===== src/rtl/tpm_mgmt_pkg.sv =====
// Shared TPM lifecycle constants, state encodings and the Startup decode.
package tpm_mgmt_pkg;

   // Command codes handled or routed by the lifecycle manager
   localparam logic [31:0] TPM_CC_HIERARCHY_CONTROL    = 32'h0000_0121;
   localparam logic [31:0] TPM_CC_INCREMENTAL_SELFTEST = 32'h0000_0142;
   localparam logic [31:0] TPM_CC_SELF_TEST            = 32'h0000_0143;
   localparam logic [31:0] TPM_CC_STARTUP              = 32'h0000_0144;
   localparam logic [31:0] TPM_CC_SHUTDOWN             = 32'h0000_0145;
   localparam logic [31:0] TPM_CC_GET_CAPABILITY       = 32'h0000_017A;
   localparam logic [31:0] TPM_CC_GET_TEST_RESULT      = 32'h0000_017C;

   // Response codes
   localparam logic [31:0] TPM_RC_SUCCESS    = 32'h0000_0000;
   localparam logic [31:0] TPM_RC_VALUE      = 32'h0000_0084;
   localparam logic [31:0] TPM_RC_INITIALIZE = 32'h0000_0100;
   localparam logic [31:0] TPM_RC_FAILURE    = 32'h0000_0101;
   localparam logic [31:0] TPM_RC_AUTH_TYPE  = 32'h0000_0124;

   // Permanent hierarchy handles
   localparam logic [31:0] TPM_RH_OWNER       = 32'h4000_0001;
   localparam logic [31:0] TPM_RH_ENDORSEMENT = 32'h4000_000B;
   localparam logic [31:0] TPM_RH_PLATFORM    = 32'h4000_000C;
   localparam logic [31:0] TPM_RH_PLATFORM_NV = 32'h4000_000D;

   // Startup/Shutdown types
   localparam logic [15:0] TPM_SU_CLEAR = 16'h0000;
   localparam logic [15:0] TPM_SU_STATE = 16'h0001;

   // Field offsets inside cmd_param
   localparam int HC_ENABLE_LSB = 1;
   localparam int HC_ENABLE_MSB = 32;
   localparam int HC_STATE_BIT  = 0;
   localparam int FULL_TEST_BIT = 0;
   localparam int SU_MSB        = 15;

   typedef enum logic [2:0] {
      OP_POWER_OFF   = 3'd0,
      OP_INIT        = 3'd1,
      OP_STARTUP     = 3'd2,
      OP_OPERATIONAL = 3'd3,
      OP_SELF_TEST   = 3'd4,
      OP_FAILURE     = 3'd5,
      OP_SHUTDOWN    = 3'd6
   } opState_t;

   typedef enum logic [2:0] {
      SU_DONE    = 3'd0,
      SU_RESET   = 3'd1,
      SU_RESTART = 3'd2,
      SU_RESUME  = 3'd3,
      SU_TYPE    = 3'd4
   } startupType_t;

   // Orderly state versus requested startup type; SU_TYPE marks an illegal pair
   function automatic startupType_t decodeStartup(input logic [15:0] orderly,
                                                  input logic [15:0] su);
      if (su == TPM_SU_CLEAR)
         return (orderly == TPM_SU_STATE) ? SU_RESTART : SU_RESET;
      else if ((su == TPM_SU_STATE) && (orderly == TPM_SU_STATE))
         return SU_RESUME;
      else
         return SU_TYPE;
   endfunction

endpackage


===== src/rtl/tpm_hier_ctrl.sv =====
// Hierarchy enable registers, HierarchyControl decode and Startup load.
module tpm_hier_ctrl
   import tpm_mgmt_pkg::*;
(
   input  logic        clock,
   input  logic        reset_n,
   input  logic        hcStrobe,
   input  logic        loadStrobe,
   input  logic        loadResume,
   input  logic [32:0] cmd_param,
   input  logic [31:0] auth_hierarchy,
   input  logic        nv_ph_enable_nv,
   input  logic        nv_sh_enable,
   input  logic        nv_eh_enable,
   output logic        hcAuthLocal,
   output logic [31:0] hcRc,
   output logic        ph_enable,
   output logic        ph_enable_nv,
   output logic        sh_enable,
   output logic        eh_enable
);

   logic [31:0] enableHandle;
   logic        yesNo;
   logic        phNext, phNvNext, shNext, ehNext;

   // Decode HierarchyControl into candidate enable values and its rc
   always_comb begin
      // NOTE: every output gets a default first so no path leaves a latch behind.
      enableHandle = cmd_param[HC_ENABLE_MSB:HC_ENABLE_LSB];
      yesNo        = cmd_param[HC_STATE_BIT];
      phNext       = ph_enable;
      phNvNext     = ph_enable_nv;
      shNext       = sh_enable;
      ehNext       = eh_enable;
      hcRc         = TPM_RC_VALUE;
      hcAuthLocal  = 1'b0;
      case (auth_hierarchy)
         TPM_RH_PLATFORM: begin
            hcAuthLocal = 1'b1;
            case (enableHandle)
               TPM_RH_ENDORSEMENT: begin ehNext   = yesNo; hcRc = TPM_RC_SUCCESS; end
               TPM_RH_OWNER:       begin shNext   = yesNo; hcRc = TPM_RC_SUCCESS; end
               TPM_RH_PLATFORM_NV: begin phNvNext = yesNo; hcRc = TPM_RC_SUCCESS; end
               TPM_RH_PLATFORM: begin
                  if (!yesNo) begin
                     phNext = 1'b0;
                     hcRc   = TPM_RC_SUCCESS;
                  end
               end
               default: hcRc = TPM_RC_VALUE;
            endcase
         end
         TPM_RH_OWNER: begin
            hcAuthLocal = 1'b1;
            hcRc        = TPM_RC_AUTH_TYPE;
            if ((enableHandle == TPM_RH_OWNER) && !yesNo) begin
               shNext = 1'b0;
               hcRc   = TPM_RC_SUCCESS;
            end
         end
         TPM_RH_ENDORSEMENT: begin
            hcAuthLocal = 1'b1;
            hcRc        = TPM_RC_AUTH_TYPE;
            if ((enableHandle == TPM_RH_ENDORSEMENT) && !yesNo) begin
               ehNext = 1'b0;
               hcRc   = TPM_RC_SUCCESS;
            end
         end
         default: hcAuthLocal = 1'b0;
      endcase
   end

   // Enable registers move only on a Startup load or a HierarchyControl strobe
   always_ff @(posedge clock or negedge reset_n) begin
      if (!reset_n) begin
         ph_enable    <= 1'b0;
         ph_enable_nv <= 1'b0;
         sh_enable    <= 1'b0;
         eh_enable    <= 1'b0;
      end else if (loadStrobe) begin
         // NOTE: non-blocking so every register samples pre-edge values together.
         ph_enable    <= 1'b1;
         ph_enable_nv <= loadResume ? nv_ph_enable_nv : 1'b1;
         sh_enable    <= loadResume ? nv_sh_enable    : 1'b1;
         eh_enable    <= loadResume ? nv_eh_enable    : 1'b1;
      end else if (hcStrobe) begin
         ph_enable    <= phNext;
         ph_enable_nv <= phNvNext;
         sh_enable    <= shNext;
         eh_enable    <= ehNext;
      end
   end

endmodule


===== src/rtl/tpm_op_manager.sv =====
// TPM lifecycle FSM with command handshake, execution forwarding and self-test watchdog.
module tpm_op_manager
   import tpm_mgmt_pkg::*;
#(
   parameter int               NUM_TESTS         = 40,
   parameter int               TEST_W            = 16,
   parameter int               LOC_W             = 8,
   parameter logic [LOC_W-1:0] PLATFORM_LOCALITY = 8'h01,
   parameter int               TEST_TIMEOUT      = 4096
) (
   input  logic              clock,
   input  logic              reset_n,
   input  logic              cmd_valid,
   output logic              cmd_ready,
   input  logic [31:0]       tpm_cc,
   input  logic [32:0]       cmd_param,
   input  logic [31:0]       auth_hierarchy,
   input  logic [LOC_W-1:0]  locality,
   input  logic [15:0]       orderly_in,
   output logic              exec_start,
   input  logic              exec_done,
   input  logic [31:0]       exec_rc,
   input  logic              exec_initialized,
   input  logic [TEST_W-1:0] tests_run,
   input  logic [TEST_W-1:0] tests_passed,
   input  logic [TEST_W-1:0] untested,
   input  logic              nv_ph_enable_nv,
   input  logic              nv_sh_enable,
   input  logic              nv_eh_enable,
   output logic              rsp_valid,
   output logic [31:0]       tpm_rc,
   output logic [2:0]        op_state,
   output logic [2:0]        startup_type,
   output logic              ph_enable,
   output logic              ph_enable_nv,
   output logic              sh_enable,
   output logic              eh_enable,
   output logic [15:0]       shutdown_save
);

   localparam int WD_W = $clog2(TEST_TIMEOUT + 1);

   opState_t     opState;
   startupType_t startupType, suType;
   logic         pending, fullTest;
   logic [WD_W-1:0] watchdog;
   logic         accept, isStartup, isSelfTest, hcLocalCmd, hcAuthLocal;
   logic         hcStrobe, suLoad, suValid, testMismatch, testComplete;
   logic [15:0]  orderlySrc;
   logic [31:0]  hcRc;

   assign op_state     = opState;
   assign startup_type = startupType;
   assign cmd_ready    = ((opState == OP_INIT) || (opState == OP_OPERATIONAL) ||
                          (opState == OP_FAILURE) || (opState == OP_SHUTDOWN)) &&
                         !pending && !rsp_valid;

   // Classify the offered command and the self-test outcome
   always_comb begin
      accept       = cmd_valid && cmd_ready;
      isStartup    = (tpm_cc == TPM_CC_STARTUP);
      isSelfTest   = (tpm_cc == TPM_CC_SELF_TEST) || (tpm_cc == TPM_CC_INCREMENTAL_SELFTEST);
      orderlySrc   = (opState == OP_SHUTDOWN) ? shutdown_save : orderly_in;
      suType       = decodeStartup(orderlySrc, cmd_param[SU_MSB:0]);
      suValid      = (suType != SU_TYPE);
      hcLocalCmd   = (tpm_cc == TPM_CC_HIERARCHY_CONTROL) &&
                     (locality == PLATFORM_LOCALITY) && hcAuthLocal;
      suLoad       = accept && isStartup && suValid &&
                     ((opState == OP_INIT) || (opState == OP_SHUTDOWN));
      hcStrobe     = accept && (opState == OP_OPERATIONAL) && hcLocalCmd;
      testMismatch = (tests_passed != tests_run);
      testComplete = fullTest ? (tests_passed == TEST_W'(NUM_TESTS)) : (untested == '0);
   end

   tpm_hier_ctrl u_hier (
      .clock           (clock),
      .reset_n         (reset_n),
      .hcStrobe        (hcStrobe),
      .loadStrobe      (suLoad),
      .loadResume      (suType == SU_RESUME),
      .cmd_param       (cmd_param),
      .auth_hierarchy  (auth_hierarchy),
      .nv_ph_enable_nv (nv_ph_enable_nv),
      .nv_sh_enable    (nv_sh_enable),
      .nv_eh_enable    (nv_eh_enable),
      .hcAuthLocal     (hcAuthLocal),
      .hcRc            (hcRc),
      .ph_enable       (ph_enable),
      .ph_enable_nv    (ph_enable_nv),
      .sh_enable       (sh_enable),
      .eh_enable       (eh_enable)
   );

   // Lifecycle FSM with registered response, forwarding pulse and watchdog
   always_ff @(posedge clock or negedge reset_n) begin
      if (!reset_n) begin
         opState       <= OP_POWER_OFF;
         startupType   <= SU_DONE;
         shutdown_save <= TPM_SU_CLEAR;
         tpm_rc        <= TPM_RC_SUCCESS;
         rsp_valid     <= 1'b0;
         exec_start    <= 1'b0;
         pending       <= 1'b0;
         fullTest      <= 1'b0;
         watchdog      <= '0;
      end else begin
         rsp_valid  <= 1'b0;
         exec_start <= 1'b0;
         case (opState)
            OP_POWER_OFF: opState <= OP_INIT;

            OP_INIT, OP_SHUTDOWN: begin
               if (accept) begin
                  if (isStartup) begin
                     startupType <= suType;
                     if (suValid) begin
                        opState    <= OP_STARTUP;
                        pending    <= 1'b1;
                        exec_start <= 1'b1;
                     end else begin
                        rsp_valid <= 1'b1;
                        tpm_rc    <= TPM_RC_VALUE;
                     end
                  end else begin
                     rsp_valid <= 1'b1;
                     tpm_rc    <= TPM_RC_INITIALIZE;
                  end
               end
            end

            OP_STARTUP: begin
               if (pending && exec_done) begin
                  pending   <= 1'b0;
                  rsp_valid <= 1'b1;
                  if (exec_initialized) begin
                     opState <= OP_OPERATIONAL;
                     tpm_rc  <= TPM_RC_SUCCESS;
                  end else begin
                     opState <= OP_INIT;
                     tpm_rc  <= exec_rc;
                  end
               end
            end

            OP_OPERATIONAL: begin
               if (accept) begin
                  if (hcLocalCmd) begin
                     rsp_valid <= 1'b1;
                     tpm_rc    <= hcRc;
                  end else if (isSelfTest) begin
                     opState    <= OP_SELF_TEST;
                     pending    <= 1'b1;
                     exec_start <= 1'b1;
                     fullTest   <= cmd_param[FULL_TEST_BIT];
                     watchdog   <= '0;
                  end else if (tpm_cc == TPM_CC_SHUTDOWN) begin
                     rsp_valid <= 1'b1;
                     if ((cmd_param[SU_MSB:0] == TPM_SU_CLEAR) ||
                         (cmd_param[SU_MSB:0] == TPM_SU_STATE)) begin
                        shutdown_save <= cmd_param[SU_MSB:0];
                        tpm_rc        <= TPM_RC_SUCCESS;
                        opState       <= OP_SHUTDOWN;
                     end else begin
                        tpm_rc <= TPM_RC_VALUE;
                     end
                  end else if (isStartup) begin
                     rsp_valid <= 1'b1;
                     tpm_rc    <= TPM_RC_INITIALIZE;
                  end else begin
                     pending    <= 1'b1;
                     exec_start <= 1'b1;
                  end
               end else if (pending && exec_done) begin
                  pending   <= 1'b0;
                  rsp_valid <= 1'b1;
                  tpm_rc    <= exec_rc;
               end
            end

            OP_SELF_TEST: begin
               if (pending && exec_done && testMismatch) begin
                  pending   <= 1'b0;
                  rsp_valid <= 1'b1;
                  tpm_rc    <= TPM_RC_FAILURE;
                  opState   <= OP_FAILURE;
               end else if (pending && exec_done && testComplete) begin
                  pending   <= 1'b0;
                  rsp_valid <= 1'b1;
                  tpm_rc    <= exec_rc;
                  opState   <= OP_OPERATIONAL;
               end else if (watchdog >= WD_W'(TEST_TIMEOUT - 1)) begin
                  watchdog  <= WD_W'(TEST_TIMEOUT);
                  pending   <= 1'b0;
                  rsp_valid <= 1'b1;
                  tpm_rc    <= TPM_RC_FAILURE;
                  opState   <= OP_FAILURE;
               end else begin
                  watchdog <= watchdog + 1'b1;
               end
            end

            OP_FAILURE: begin
               if (accept) begin
                  if ((tpm_cc == TPM_CC_GET_TEST_RESULT) || (tpm_cc == TPM_CC_GET_CAPABILITY)) begin
                     pending    <= 1'b1;
                     exec_start <= 1'b1;
                  end else begin
                     rsp_valid <= 1'b1;
                     tpm_rc    <= TPM_RC_FAILURE;
                  end
               end else if (pending && exec_done) begin
                  pending   <= 1'b0;
                  rsp_valid <= 1'b1;
                  tpm_rc    <= exec_rc;
               end
            end

            default: opState <= OP_FAILURE;
         endcase
      end
   end

endmodule

===== config.mk =====
export PLATFORM = sky130hd
export DESIGN_NAME = tpm_op_manager
export DESIGN_NICKNAME = d
export VERILOG_FILES = /design/src/rtl/tpm_mgmt_pkg.sv /design/src/rtl/tpm_hier_ctrl.sv /design/src/rtl/tpm_op_manager.sv
export SDC_FILE = /design/constraint.sdc
export NUM_CORES = 1
export LEC_CHECK = 0
export BUFFER_PORTS_ARGS = -buffer_cell sky130_fd_sc_hd__buf_2
export CORE_MARGIN = 5
export CORE_UTILIZATION = 35
export CTS_BUF_LIST = sky130_fd_sc_hd__clkbuf_4
export CTS_CLUSTER_DIAMETER = 60
export DETAILED_ROUTE_END_ITERATION = 12
export PLACE_DENSITY = 0.68
export SLEW_MARGIN = 20
export SYNTH_ARGS = -nofsm -noshare
export SYNTH_HDL_FRONTEND = slang
export SYNTH_HIERARCHICAL = 1
export SYNTH_SLANG_ARGS = --single-unit

===== constraint.sdc =====
create_clock -name clock -period 2.7 [get_ports clock]
set_input_delay 0.27 -clock clock [delete_from_list [all_inputs] [get_ports clock]]
set_output_delay 0.27 -clock clock [all_outputs]
set_load 0.02 [all_outputs]

==> impl_metrics.tcl <==
set metrics [dict create \
    status "finished, final reports clean" \
    async_reset_ff_share_pct 100 \
    power_mw 2.38 \
    grt_max_degree 76 \
    cts.sink_count 75 \
    fp.dieH_um 136 \
    clockBufferDepth 2 \
    yosys-mux-area-fraction_pct 1.76 \
    synth_xor_area_share_pct 2.84 \
    synth_top_family_by_area "simple AND/OR/NAND/NOR gates" \
    htreeDepth 3 \
    dp_hpwl_um 15200 \
    synth_top_cell_area_share_pct 33.8 \
    cts_tree "done" \
    grt_use_met3_pct 6.07 \
    crit_type "primary input to register" \
    p_clk_share_pct 34.6 \
    drive_gt1_share_pct 44.3 \
    ios 270 \
    p_comb_share_pct 17.7 \
    finalMaxSlewViolations 0 \
    switching_share_pct 28.2 \
    synth_seq_cells 75 \
    antenna_found_initial 2 \
    grtUsageMet1_pct 26.0 \
    yosysWarnings 6 \
    synth_area_leaders "dfrtp_1 (34%), o22ai_2 (4.7%), buf_4 (4.5%), nand2_1 (4.0%), nor4_1 (3.7%)" \
    max_slew_margin_pct 52.5 \
    p_per_area_nw_per_um2 317 \
    clk_latency_ns 0.46 \
    cts_setup_buffers 0 \
    synth-seq-area-share_pct 33.8 \
    setup_viol 0 \
    grt_pass1_wl_um 30000 \
    wl_per_cell_um 16.8 \
    rsz0062_at_grt "no" \
    hold_viol 0 \
    p_int_mw 1.71 \
    end_kind "register" \
    synth_cell_types 85 \
    drt_iter0_drc 304 \
    min_path_cells 2 \
    period_share_pct 90.7 \
    power_leakage_nw 3.61 \
    core_um2 15700 \
    nNetsFinal 1123 \
    ys.flop_type "dfrtp_1" \
    grt_busiest_layer "met2" \
    n_fill_cell 1572 \
    synth_compound_gate_area_share_pct 24.7 \
    ir_drop_mv 0.220 \
    p_switching_mw 0.671 \
    final_util_pct 47.8 \
    synth-adder-area-share_pct 0.226 \
    portBuffers 269 \
    area_delta_synth_final_pct 35.3 \
    via_count 5893 \
    crit_path_start_kind "primary input" \
    synth_edf_count 0 \
    fmax_mhz 409 \
    syn-cell-area_um2 5550 \
    row_count 46 \
    grt_pass1_vias 5839 \
    synth_top_area_cell "dfrtp_1" \
    yosys.area_share.simple_pct 28.5 \
    groute.usage.overall_pct 20.5 \
    reg2regPathDepth 10 \
    die_area_um2 18500 \
    seq_power_share_pct 47.7 \
    grt_overflow 0 \
    use_met2_pct 34.4 \
    worstPathMaxFanout 5 \
    maxCapViolCount 0 \
    n_antenna_cell 0 \
    clock-root-buffer "clkbuf_4" \
    dr.pass1.iters 6 \
    drc 0 \
    required_ns 3.06 \
    hp-class "primary input to register" \
    gp_congestion 0.942 \
    ant_nets 0 \
    start_util_pct 35.3 \
    drt-vias-per-instance 5.20 \
    post-route-min-period_ns 2.45 \
    wirelength_um 19000 \
    avgSynthCellArea_um2 9.05 \
    critPathArrivalTime_ns 2.81 \
    syn_inst 613 \
    worstMarginPinSlew_ns 0.712 \
    clk_pin_slew_ns 0.13 \
    numCtsBuffers 9 \
    finalClockSkew_ns 0.0224 \
    fp.dieW_um 136 \
]
timing repair:
item                                    in CTS  in global routing
gates resized for setup                      0                  5
endpoints found under the hold margin       69                  0
endpoints found under the setup margin       0                 37
hold buffers                                 1                  0
synthesized netlist by cell type (4+ instances only):
library cell,instances
dfrtp_1,75
nand2_1,59
nor2_1,42
buf_4,33
nor4_1,33
a22oi_1,25
and2_1,22
o21ai_0,22
a21oi_1,21
o22ai_2,21
nand4_1,19
xor2_1,18
nand3_1,17
buf_2,12
o21ai_1,12
and3_1,11
inv_1,10
nor3_1,9
o22ai_1,8
clkbuf_1,7
nor4b_1,7
buf_6,6
mux2_2,6
or3_1,6
a22oi_2,5
a31oi_1,5
and4_1,5
nor4_2,4
worst max-delay path, stage by stage:
cell and delay (ns):
buf_2 0.11, nor4_1 0.32, nand4_1 0.18, nor4_2 0.35
nor4b_4 0.27, nand4_1 0.18, buf_4 0.20, nor3_4 0.18
nand4_1 0.22, nor4b_2 0.31, o2bb2ai_1 0.14, a21oi_1 0.07
power by group through the flow:
stage / Clock (mW) / Combinational, mW / Sequential, mW
4_1_cts: 0.855 / 0.423 / 1.14
3_3_place_gp: 0 / 0.418 / 1.16
2_1_floorplan: 0 / 0.175 / 1.17
6_report: 0.824 / 0.421 / 1.14
5_1_grt: 0.889 / 0.464 / 1.14
3_5_place_dp: 0 / 0.420 / 1.16
state kept, by name, indices dropped and copies added (netlist names):
signal	flops
op_state	3
u_hier/eh_enable	1
watchdog	13
exec_start	1
u_hier/ph_enable	1
u_hier/sh_enable	1
rsp_valid	1
pending	1
startup_type	3
tpm_rc	32
fullTest	1
u_hier/ph_enable_nv	1
shutdown_save	16
per-stage QoR:
step	instance area, um2	hold WS, ns	std cells	setup WS (ns)	setup TNS, ns
after floorplan	5650	-0.0256	640	-0.00315	-0.00315
after global placement	7300	0.474	1117	-0.230	-6.46
after detailed placement	7300	0.485	1117	-0.405	-11.15
after CTS	7480	0.0134	1134	0.115	0
after global routing	7510	0.0178	1134	0.0105	0
final	7510	0.0600	1134	0.252	0
kinds of logic after synthesis:
kind of cell / count (synthesis)
muxes: 9
other: 1
AOI/OAI and AO/OA: 169
and+or+nand+nor: 270
DFF: 75
adders and majority gates: 1
buffers and inverters: 70
xor gates and xnor gates: 18
cells in the final DEF, fill, tap and decap left out, types with 10 or more instances in the layout:
master / synthesis / final
buf_4: 33 / 48
o22ai_2: 21 / 21
nor2_1: 42 / 41
o21ai_0: 22 / 22
nand2_1: 59 / 59
xor2_1: 18 / 18
conb_1: 1 / 28
nand3_1: 17 / 17
dfrtp_1: 75 / 74
nor4_1: 33 / 33
buf_2: 12 / 268
and3_1: 11 / 11
a22oi_1: 25 / 25
o21ai_1: 12 / 12
nand4_1: 19 / 19
a21oi_1: 21 / 20
and2_1: 22 / 22
inv_1: 10 / 10
per-layer routing:
layer / wire [um] / part of all wire (%) / up-vias
li1: - / - / 2889
met1: 7840 / 41 / 2755
met2: 9330 / 49 / 226
met3: 1570 / 8.3 / 19
met4: 254 / 1.3 / 4
met5: 33 / 0.17 / -
worst paths after layout:
kind	from	endpoint	slack (ns)
setup / recovery	auth_hierarchy[7]	u_hier/sh_enable$_DFFE_PN0P_	0.25
hold / removal	nv_eh_enable	u_hier/eh_enable$_DFFE_PN0P_	0.06
setup reg to reg	op_state[1]$_DFFE_PN0P_	u_hier/sh_enable$_DFFE_PN0P_	0.25
hold reg to reg	watchdog[11]$_DFFE_PN0P_	watchdog[11]$_DFFE_PN0P_	0.52
max in group asynchronous	reset_n	u_hier/ph_enable$_DFFE_PN0P_	1.82
min in group asynchronous	reset_n	watchdog[4]$_DFFE_PN0P_	0.37
cell type report:
type / instances / area, um2 / share of cell area [%]
multi-input combinational: 495 / 3370 / 44.9
tap: 216 / 270 / 3.60
clock buffer: 9 / 67.6 / 0.900
sequential: 75 / 1880 / 25.0
clock inverter: 7 / 97.6 / 1.30
inverter: 11 / 41.3 / 0.550
timing repair buffer: 321 / 1780 / 23.8
Note: power is estimated with default switching activity, not from simulation.
